===== src/rtl/herald_host_if_if.sv =====
// Host byte-strobe bus plus engine-side handshake for the Herald host front end.
// The slave modport is the front end's view; master is the host/engine/decoder side.
interface herald_host_if_if #(
  parameter int OPW       = 24,
  parameter int MAX_OPS   = 2,
  parameter int RES_BYTES = 9
);
  logic [7:0]               din;
  logic                     wr_stb;
  logic                     rd_stb;
  logic [7:0]               dout;
  logic                     busy;
  logic                     err;
  logic [7:0]               cmd;
  logic                     cmd_legal;
  logic [2:0]               cmd_nops;
  logic [3:0]               cmd_nres;
  logic [MAX_OPS*OPW-1:0]   operands;
  logic                     start;
  logic                     done;
  logic [RES_BYTES*8-1:0]   result;

  modport master (
    output din, wr_stb, rd_stb, cmd_legal, cmd_nops, cmd_nres, done, result,
    input  dout, busy, err, cmd, operands, start
  );

  modport slave (
    input  din, wr_stb, rd_stb, cmd_legal, cmd_nops, cmd_nres, done, result,
    output dout, busy, err, cmd, operands, start
  );
endinterface


===== src/rtl/herald_host_if.sv =====
// Herald host front end: command/operand capture, engine launch with timeout,
// LSB-first result readback, abort and status byte.
module herald_host_if #(
  parameter int OPW       = 24,
  parameter int MAX_OPS   = 2,
  parameter int RES_BYTES = 9,
  parameter int TIMEOUT   = 4096
) (
  input  logic        clk,
  input  logic        rst,
  herald_host_if_if.slave bus
);
  localparam int OPB = OPW / 8;
  localparam int BW  = (OPB > 1) ? $clog2(OPB) : 1;
  localparam int TW  = (TIMEOUT > 1) ? $clog2(TIMEOUT) : 1;
  localparam logic [BW-1:0] BLAST = BW'(OPB - 1);
  localparam logic [TW-1:0] TLIM  = TW'((TIMEOUT > 0) ? TIMEOUT - 1 : 0);

  typedef enum logic [2:0] {
    S_IDLE, S_DECODE, S_OPS, S_LAUNCH, S_WAIT, S_RESULT, S_ERROR
  } state_t;

  state_t                  r_state, w_nxt;
  logic                    r_wr_q, r_rd_q;
  logic [7:0]              r_dout, r_cmd;
  logic                    r_busy, r_err;
  logic [1:0]              r_ecode;
  logic [MAX_OPS*OPW-1:0]  r_ops;
  logic [BW-1:0]           r_bi;
  logic [2:0]              r_oi;
  logic [3:0]              r_ri;
  logic [TW-1:0]           r_tcnt;
  logic [RES_BYTES*8-1:0]  r_res;
  logic [7:0]              w_rbyte;
  logic w_wr_e, w_rd_e, w_abort, w_accept, w_start, w_ld_res;
  logic w_rd_stat, w_rd_res, w_op_wr, w_to, w_ill;

  assign w_wr_e  = bus.wr_stb & ~r_wr_q;
  assign w_rd_e  = bus.rd_stb & ~r_rd_q;
  assign w_abort = w_wr_e & w_rd_e;

  always_ff @(posedge clk) begin
    if (rst) r_state <= S_IDLE;
    else     r_state <= w_nxt;
  end

  // Abort overrides every state, so it also suppresses the launch pulse.
  always_comb begin
    w_nxt     = r_state;
    w_accept  = 1'b0;
    w_start   = 1'b0;
    w_ld_res  = 1'b0;
    w_rd_stat = 1'b0;
    w_rd_res  = 1'b0;
    w_op_wr   = 1'b0;
    w_to      = 1'b0;
    w_ill     = 1'b0;
    if (w_abort) begin
      w_nxt = S_IDLE;
    end else begin
      case (r_state)
        S_IDLE, S_ERROR: begin
          if (w_wr_e) begin
            w_accept = 1'b1;
            w_nxt    = S_DECODE;
          end else if (w_rd_e) begin
            w_rd_stat = 1'b1;
          end
        end
        S_DECODE: begin
          if (!bus.cmd_legal) begin
            w_ill = 1'b1;
            w_nxt = S_ERROR;
          end else if (bus.cmd_nops == 3'd0) begin
            w_nxt = S_LAUNCH;
          end else begin
            w_nxt = S_OPS;
          end
        end
        S_OPS: begin
          if (w_wr_e) begin
            w_op_wr = 1'b1;
            if (r_bi == BLAST && r_oi == bus.cmd_nops - 3'd1) w_nxt = S_LAUNCH;
          end
        end
        S_LAUNCH: begin
          w_start = 1'b1;
          w_nxt   = S_WAIT;
        end
        S_WAIT: begin
          if (bus.done) begin
            w_ld_res = 1'b1;
            w_nxt    = (bus.cmd_nres == 4'd0) ? S_IDLE : S_RESULT;
          end else if (TIMEOUT != 0 && r_tcnt == TLIM) begin
            w_to  = 1'b1;
            w_nxt = S_ERROR;
          end
        end
        S_RESULT: begin
          if (w_wr_e) begin
            w_accept = 1'b1;
            w_nxt    = S_DECODE;
          end else if (w_rd_e) begin
            w_rd_res = 1'b1;
            if (r_ri == bus.cmd_nres - 4'd1) w_nxt = S_IDLE;
          end
        end
        default: w_nxt = S_IDLE;
      endcase
    end
  end

  // Result bytes past the engine bus width read as zero.
  always_comb begin
    w_rbyte = 8'h00;
    for (int j = 0; j < RES_BYTES; j++)
      if (r_ri == 4'(j)) w_rbyte = r_res[8*j +: 8];
  end

  always_ff @(posedge clk) begin
    if (rst) begin
      r_wr_q  <= 1'b0;
      r_rd_q  <= 1'b0;
      r_dout  <= 8'h00;
      r_busy  <= 1'b0;
      r_err   <= 1'b0;
      r_ecode <= 2'b00;
      r_cmd   <= 8'h00;
      r_ops   <= '0;
      r_bi    <= '0;
      r_oi    <= 3'd0;
      r_ri    <= 4'd0;
      r_tcnt  <= '0;
    end else begin
      r_wr_q <= bus.wr_stb;
      r_rd_q <= bus.rd_stb;
      if (w_abort) begin
        r_busy  <= 1'b0;
        r_err   <= 1'b0;
        r_ecode <= 2'b00;
      end
      if (w_accept) begin
        r_cmd   <= bus.din;
        r_ops   <= '0;
        r_busy  <= 1'b1;
        r_err   <= 1'b0;
        r_ecode <= 2'b00;
        r_bi    <= '0;
        r_oi    <= 3'd0;
      end
      if (w_ill || w_to) begin
        r_err   <= 1'b1;
        r_busy  <= 1'b0;
        r_ecode <= w_ill ? 2'b01 : 2'b10;
      end
      if (w_op_wr) begin
        for (int k = 0; k < MAX_OPS; k++)
          for (int b = 0; b < OPB; b++)
            if (r_oi == 3'(k) && r_bi == BW'(b)) r_ops[k*OPW + b*8 +: 8] <= bus.din;
        if (r_bi == BLAST) begin
          r_bi <= '0;
          r_oi <= r_oi + 3'd1;
        end else begin
          r_bi <= r_bi + BW'(1);
        end
      end
      if (w_start)                r_tcnt <= '0;
      else if (r_state == S_WAIT) r_tcnt <= r_tcnt + TW'(1);
      if (w_ld_res) begin
        r_ri   <= 4'd0;
        r_busy <= 1'b0;
      end
      if (w_rd_stat) r_dout <= {r_busy, r_err, r_ecode, 4'b0000};
      if (w_rd_res) begin
        r_dout <= w_rbyte;
        r_ri   <= r_ri + 4'd1;
      end
    end
  end

  always_ff @(posedge clk) begin
    if (w_ld_res) r_res <= bus.result;
  end

  assign bus.dout     = r_dout;
  assign bus.busy     = r_busy;
  assign bus.err      = r_err;
  assign bus.cmd      = r_cmd;
  assign bus.operands = r_ops;
  assign bus.start    = w_start & ~rst;
endmodule


===== src/flat_wrapper.sv =====
// flat-port wrapper written by rule: the top's interface ports become plain ports
module herald_host_if_flat 
#(
  parameter int OPW       = 24,
  parameter int MAX_OPS   = 2,
  parameter int RES_BYTES = 9,
  parameter int TIMEOUT   = 4096
)
  (clk, rst, bus_din, bus_wr_stb, bus_rd_stb, bus_cmd_legal, bus_cmd_nops, bus_cmd_nres, bus_done, bus_result, bus_dout, bus_busy, bus_err, bus_cmd, bus_operands, bus_start);
  herald_host_if_if #(.OPW(OPW), .MAX_OPS(MAX_OPS), .RES_BYTES(RES_BYTES)) bus_i ();
  input  logic clk;
  input  logic rst;
  input wire logic [$bits(bus_i.din)-1:0] bus_din;
  input wire logic [$bits(bus_i.wr_stb)-1:0] bus_wr_stb;
  input wire logic [$bits(bus_i.rd_stb)-1:0] bus_rd_stb;
  input wire logic [$bits(bus_i.cmd_legal)-1:0] bus_cmd_legal;
  input wire logic [$bits(bus_i.cmd_nops)-1:0] bus_cmd_nops;
  input wire logic [$bits(bus_i.cmd_nres)-1:0] bus_cmd_nres;
  input wire logic [$bits(bus_i.done)-1:0] bus_done;
  input wire logic [$bits(bus_i.result)-1:0] bus_result;
  output wire logic [$bits(bus_i.dout)-1:0] bus_dout;
  output wire logic [$bits(bus_i.busy)-1:0] bus_busy;
  output wire logic [$bits(bus_i.err)-1:0] bus_err;
  output wire logic [$bits(bus_i.cmd)-1:0] bus_cmd;
  output wire logic [$bits(bus_i.operands)-1:0] bus_operands;
  output wire logic [$bits(bus_i.start)-1:0] bus_start;
  assign bus_i.din = bus_din;
  assign bus_i.wr_stb = bus_wr_stb;
  assign bus_i.rd_stb = bus_rd_stb;
  assign bus_i.cmd_legal = bus_cmd_legal;
  assign bus_i.cmd_nops = bus_cmd_nops;
  assign bus_i.cmd_nres = bus_cmd_nres;
  assign bus_i.done = bus_done;
  assign bus_i.result = bus_result;
  assign bus_dout = bus_i.dout;
  assign bus_busy = bus_i.busy;
  assign bus_err = bus_i.err;
  assign bus_cmd = bus_i.cmd;
  assign bus_operands = bus_i.operands;
  assign bus_start = bus_i.start;
  herald_host_if #(.OPW(OPW), .MAX_OPS(MAX_OPS), .RES_BYTES(RES_BYTES), .TIMEOUT(TIMEOUT)) u_core (.clk(clk), .rst(rst), .bus(bus_i));
endmodule

===== config.mk =====
export PLATFORM = sky130hd
export DESIGN_NAME = herald_host_if_flat
export DESIGN_NICKNAME = d
export VERILOG_FILES = /design/src/rtl/herald_host_if_if.sv /design/src/rtl/herald_host_if.sv /design/src/flat_wrapper.sv
export SDC_FILE = /design/constraint.sdc
export NUM_CORES = 1
export LEC_CHECK = 0
export CORE_ASPECT_RATIO = 0.6
export CORE_MARGIN = 2
export CORE_UTILIZATION = 40
export CTS_BUF_LIST = sky130_fd_sc_hd__clkbuf_16
export CTS_CLUSTER_DIAMETER = 40
export DETAILED_ROUTE_END_ITERATION = 12
export GPL_TIMING_DRIVEN = 0
export MAX_ROUTING_LAYER = met4
export PLACE_DENSITY = 0.66
export SKIP_CTS_REPAIR_TIMING = 1
export SYNTH_ARGS = -nofsm -noshare
export SYNTH_HDL_FRONTEND = slang
export SYNTH_SLANG_ARGS = --single-unit

===== constraint.sdc =====
create_clock -name clk -period 6.9 [get_ports clk]
set_input_delay 1.725 -clock clk [delete_from_list [all_inputs] [get_ports clk]]
set_output_delay 1.725 -clock clk [all_outputs]
set_load 0.03 [all_outputs]

==> Yosys cells after proc, flatten, opt, wreduce, memory -nomap -nowiden <==
Cells that the tools add are included.
{ "totals": {"ff_bits": 166, "out_inout_bits": 67} }
{ "classes": {"n_addsub": 6, "n_eq_ne": 26, "n_mux": 70, "bitwise": 7, "n_reduce_logical": 25} }
{ "ops": {"columns": ["op", "count"], "rows": [
  ["$mux W8", 17],
  ["$mux W48", 2],
  ["$mux W3", 13],
  ["$mux W1", 28],
  ["$pmux W3 S6", 1],
  ["$eq A4 B3 Y1 const B", 4],
  ["$mux W2", 7],
  ["$add A12 B1 Y12 const B", 1],
  ["$eq A12 B12 Y1 const B", 1],
  ["$eq A3 B3 Y1 const B", 3],
  ["$logic_not A3 Y1", 3],
  ["$eq A4 B2 Y1 const B", 2],
  ["$logic_not A4 Y1", 2],
  ["$mux W4", 2],
  ["$reduce_bool A2 Y1", 4],
  ["$logic_and A1 B1 Y1", 7],
  ["$eq A3 B1 Y1 const B", 2],
  ["$eq A3 B2 Y1 const B", 2],
  ["$ne A2 B1 Y1 const B", 3],
  ["$ne A3 B1 Y1 const B", 2],
  ["$reduce_and A6 Y1", 1],
  ["$reduce_or A2 Y1", 3],
  ["$reduce_or A3 Y1", 2],
  ["$add A4 B1 Y4 const B", 1],
  ["16 further kinds", 21]
]} }

==> Depth between registers and ports, before layout <==
{ "depth": {"depth_word": 11, "ltp_mapped": 8, "ltp_nobuf": 8} }

==> Least setup slack after synthesis <==
No wires, ideal clock.
{ "synth_path": {"kind": "input-to-output", "from": "in rst", "to": "out bus_start", "arrival_ns": 2.771, "t_required_ns": 5.175, "path_slack_ns": 2.404, "cell_stages": 3, "path_buffers": 1, "cell_sequence": "clkbuf_1 > nand2b_1 > nor3_1"} }
{ "synth_between": {"elab_chain_len": 2} }
{ "synth_rtl": {"columns": ["item", "line", "text"], "rows": [
  ["from (decl)", "flat_wrapper.sv:12", "input logic rst;"],
  ["$not A1 Y1", "herald_host_if.sv:190", "assign bus.start = w_start & ~rst;"],
  ["$and A1 B1 Y1", "herald_host_if.sv:190", null],
  ["to (decl)", "flat_wrapper.sv:26", "output wire logic [$bits(bus_i.start)-1:0] bus_start;"]
]} }
No other way between the ends.

==> Worst setup path in the final report <==
{ "layout_path": {"from": "in bus_wr_stb", "to": "out bus_start"} }
{ "layout_between": {"elab_chain_len": 4} }
{ "layout_rtl": {"columns": ["item", "line", "text"], "rows": [
  ["from (decl)", "flat_wrapper.sv:14", "input wire logic [$bits(bus_i.wr_stb)-1:0] bus_wr_stb;"],
  ["$and A1 B1 Y1", "herald_host_if.sv:38", "assign w_wr_e = bus.wr_stb & ~r_wr_q;"],
  ["$and A1 B1 Y1", "herald_host_if.sv:40", "assign w_abort = w_wr_e & w_rd_e;"],
  ["$mux W1", "herald_host_if.sv:58", "if (w_abort) begin"],
  ["$and A1 B1 Y1", "herald_host_if.sv:190", null]
]} }
No other way between the ends.

==> flow_results.xml <==
<?xml version="1.0" encoding="UTF-8"?>
<metrics>
  <group name="status">
    <metric name="run_status" unit="">finished clean</metric>
  </group>
  <group name="global_route">
    <metric name="grt_util_met3" unit="%">3.93</metric>
    <metric name="grt_pass1_vias" unit="">5736</metric>
    <metric name="globalRouteOverflowTotal" unit="">0</metric>
    <metric name="grt.busiest_layer" unit="">met1</metric>
    <metric name="pin_count_of_the_biggest_net_entering_global_routing" unit="">78</metric>
    <metric name="grt.total_usage" unit="%">22.1</metric>
    <metric name="global_route_met1_utilization" unit="%">32.7</metric>
    <metric name="gr-usage-met2" unit="%">30.9</metric>
    <metric name="antenna_violations_before_repair" unit="">0</metric>
    <metric name="global_route_wire_length_before_repair" unit="mm">30.7</metric>
  </group>
  <group name="sta">
    <metric name="period_needed" unit="ns">5.41</metric>
    <metric name="hold_violation_count_in_the_final_report" unit="">0</metric>
    <metric name="skew" unit="ns">0.0179</metric>
    <metric name="worst_pin_slew" unit="ns">0.938</metric>
    <metric name="achievable-frequency" unit="MHz">185</metric>
    <metric name="finalHoldWorstSlack" unit="ns">0.456</metric>
    <metric name="fin_crit_sh" unit="%">78.4</metric>
    <metric name="worst_slack" unit="ns">1.49</metric>
    <metric name="setup_total_negative_slack" unit="ns">0</metric>
    <metric name="timing_max_transition_violations_final" unit="">0</metric>
    <metric name="setup_viol" unit="">0</metric>
    <metric name="setup_repair_after_global_routing_missed_its_margin" unit="">no</metric>
    <metric name="worst_slew_margin_rel" unit="%">37.5</metric>
  </group>
  <group name="final_layout">
    <metric name="n_fill_cell" unit="">1454</metric>
    <metric name="fin_area" unit="um^2">9450</metric>
    <metric name="antennaDiodeCount" unit="">0</metric>
    <metric name="finalNetCount" unit="">939</metric>
    <metric name="final_cells" unit="">1081</metric>
    <metric name="final-seq-area" unit="um^2">4040</metric>
    <metric name="synthToLayoutAreaGrowth" unit="%">35.6</metric>
    <metric name="multi_input_comb_area" unit="um^2">2690</metric>
    <metric name="drive_above_1_share" unit="%">6.97</metric>
  </group>
  <group name="logic_synthesis">
    <metric name="edff_count_synth" unit="">72</metric>
    <metric name="mapped_nets" unit="">762</metric>
    <metric name="ys_types" unit="">56</metric>
    <metric name="ys.flop_type" unit="">dfxtp_1</metric>
    <metric name="top_count_cell_post_synth" unit="">dfxtp_1</metric>
    <metric name="synth_top_area_cell" unit="">edfxtp_1</metric>
    <metric name="synth_seq_cells" unit="">166</metric>
    <metric name="ys_seq_area_share" unit="%">58.0</metric>
    <metric name="synthTopCellsByCount" unit="">dfxtp_1 (94), nor2_1 (88), edfxtp_1 (72)</metric>
    <metric name="syn-mean-instance-area" unit="um^2">10.6</metric>
    <metric name="syn_area" unit="um^2">6970</metric>
    <metric name="ys_warnings" unit="">0</metric>
    <metric name="synth_cells" unit="">657</metric>
    <metric name="share_of_the_synthesized_area_in_the_top_cell_type" unit="%">31.0</metric>
    <metric name="synthArstFlopShare" unit="%">0</metric>
    <metric name="post_synth_main_area_contributors" unit="">edfxtp_1 (31%), dfxtp_1 (27%), a22oi_1 (5.7%)</metric>
  </group>
  <group name="route">
    <metric name="wire_per_inst" unit="um">18.4</metric>
    <metric name="routed_wirelength" unit="mm">19.9</metric>
    <metric name="detail_route.vias_per_cell" unit="">5.46</metric>
    <metric name="dr.pass1.iters" unit="">8</metric>
    <metric name="drt_drc_violations_left" unit="">0</metric>
    <metric name="remaining_antenna_violation_count_after_routing" unit="">0</metric>
    <metric name="initialDrtViolationCount" unit="">609</metric>
    <metric name="via_count" unit="">5903</metric>
  </group>
  <group name="pwr">
    <metric name="power_density" unit="nW/um^2">272</metric>
    <metric name="vdd_ir_drop_max" unit="mV">0.186</metric>
    <metric name="static-leakage-power" unit="nW">3.23</metric>
  </group>
  <group name="critical_path">
    <metric name="cp-start-kind" unit="">input pin</metric>
    <metric name="worstPathRequired" unit="ns">5.18</metric>
    <metric name="critPathMaxStageDelay" unit="ns">0.73</metric>
    <metric name="path_cells" unit="">clkdlybuf4s50_1 &gt; nand4bb_1 &gt; nand2b_1 &gt; nor3_1 &gt; clkdlybuf4s50_1</metric>
    <metric name="worstSetupPathType" unit="">in2out</metric>
    <metric name="worst_path_max_fanout" unit="">6</metric>
    <metric name="worst_setup_path_end_kind" unit="">output port</metric>
    <metric name="worst_path_most_repeated_cell" unit="">clkdlybuf4s50_1</metric>
    <metric name="crit_slowest_cell" unit="">clkdlybuf4s50_1</metric>
    <metric name="cp.arrival" unit="ns">3.68</metric>
  </group>
  <group name="clock_tree">
    <metric name="htreeDepth" unit="">4</metric>
    <metric name="tritoncts_buffers" unit="">17</metric>
    <metric name="clock_tree.root_cell" unit="">clkbuf_16</metric>
    <metric name="cts_tree" unit="">yes</metric>
    <metric name="clk_latency" unit="ns">0.43</metric>
    <metric name="cts_buffer_depth" unit="">2</metric>
    <metric name="cts.reportedPaths.clkPinSlew" unit="ns">0.07</metric>
    <metric name="cts_sinks" unit="">166</metric>
  </group>
  <group name="floorplanning">
    <metric name="initial_core_util" unit="%">40.8</metric>
    <metric name="die_height" unit="um">106</metric>
    <metric name="placementRows" unit="">37</metric>
    <metric name="io_pins" unit="">160</metric>
    <metric name="dieWidth" unit="um">174</metric>
    <metric name="core_area" unit="um^2">17100</metric>
    <metric name="die_area" unit="um^2">18500</metric>
  </group>
  <group name="place">
    <metric name="place_inst" unit="">1049</metric>
    <metric name="place.gp.congestion" unit="">0.897</metric>
    <metric name="io_buffers" unit="">158</metric>
    <metric name="post_dp_cell_area" unit="um^2">8850</metric>
    <metric name="dp_slack" unit="ns">1.53</metric>
    <metric name="place_hpwl" unit="mm">14.9</metric>
  </group>
  <group name="flow_run">
    <metric name="cap_viol_max_count" unit="">0</metric>
  </group>
  <group name="worst_hold_path">
    <metric name="worst_hold_path_type" unit="">reg2reg</metric>
  </group>
</metrics>
-- cell type report --
class / instances / area share [%]
Tap cell: 234 / 3.10
Buffer: 32 / 1.65
Clock inverter: 15 / 1.88
Clock buffer: 17 / 4.50
Multi-Input combinational cell: 437 / 28.5
Timing Repair Buffer: 158 / 16.7
Sequential cell: 166 / 42.8
Inverter: 22 / 0.874
-- where the power goes --
| part | switching [mW] | internal, mW |
|---|---|---|
| Sequential | 0.0374 | 1.12 |
| Clock | 0.457 | 0.492 |
| Combinational | 0.291 | 0.178 |
| Total | 0.786 | 1.79 |
-- path summary, 6_finish.rpt --
path	endpoint	start	slack, ns	depth (start not counted)
max reg2reg	u_core.bus.dout[3]	u_core.r_ri[0]	4.46	8
min reg2reg	u_core.bus.cmd[3]	u_core.bus.cmd[3]	0.46	2
min	u_core.bus.cmd[3]	u_core.bus.cmd[3]	0.46	2
max	bus_start	bus_wr_stb	1.49	5
-- metrics by stage --
step | util, % | total power, mW
floorplan | - | 1.46
global placement | 51.8 | 1.63
detailed placement | 51.8 | 1.64
CTS | 55.3 | 2.59
global route | 55.3 | 2.68
finish | 55.3 | 2.57
-- routing by layer --
layer  wire [um]  share of wire [%]  up-vias
met5           0                  0        -
met4         279                1.4        0
met3        1530                7.7       31
met2        8470                 43      248
met1        9630                 48     2839
li1            -                  -     2785
-- sequential cells by signal (all words and copies together), names as in the netlist --
| name | cells |
|---|---|
| u_core.r_ri | 4 |
| u_core.r_tcnt | 12 |
| u_core.r_res | 72 |
| u_core.r_bi | 2 |
| u_core.bus.operands | 48 |
| u_core.r_oi | 3 |
| u_core.r_wr_q | 1 |
| u_core.r_rd_q | 1 |
| u_core.r_state | 3 |
| u_core.bus.dout | 8 |
| u_core.bus.cmd | 8 |
| u_core.r_ecode | 2 |
| u_core.bus.busy | 1 |
| u_core.bus.err | 1 |
-- cell usage in the layout (no fill, tap or decap), types with 17 or more instances in the layout --
cell type / synthesis / final
edfxtp_1: 72 / 72
nand3_1: 21 / 21
nor2_1: 88 / 88
clkdlybuf4s50_1: 0 / 158
dfxtp_1: 94 / 94
a22oi_1: 53 / 53
inv_1: 22 / 22
o21ai_0: 19 / 19
a21oi_1: 54 / 54
nand2_1: 39 / 39
clkbuf_16: 0 / 17
clkbuf_1: 21 / 21
-- kinds of logic (layout without fill, tap and decap cells) --
kind of cell,count (synthesis),in the layout,synth area share [%]
AND/OR/NAND/NOR,229,229,16.8
flip-flops,166,166,58.0
buffers and inverters,54,244,3.39
AO/OA/AOI/OAI,174,174,16.9
multiplexers,2,2,0.287
adder cells (fa/ha/maj),12,12,2.15
XOR/XNOR,20,20,2.51
-- critical path, delay by kind of cell --
family	cells	cell delay (ns)
buf+inv	2	1.21
simple gates	3	0.74
Note: power is estimated with default switching activity, not from simulation.
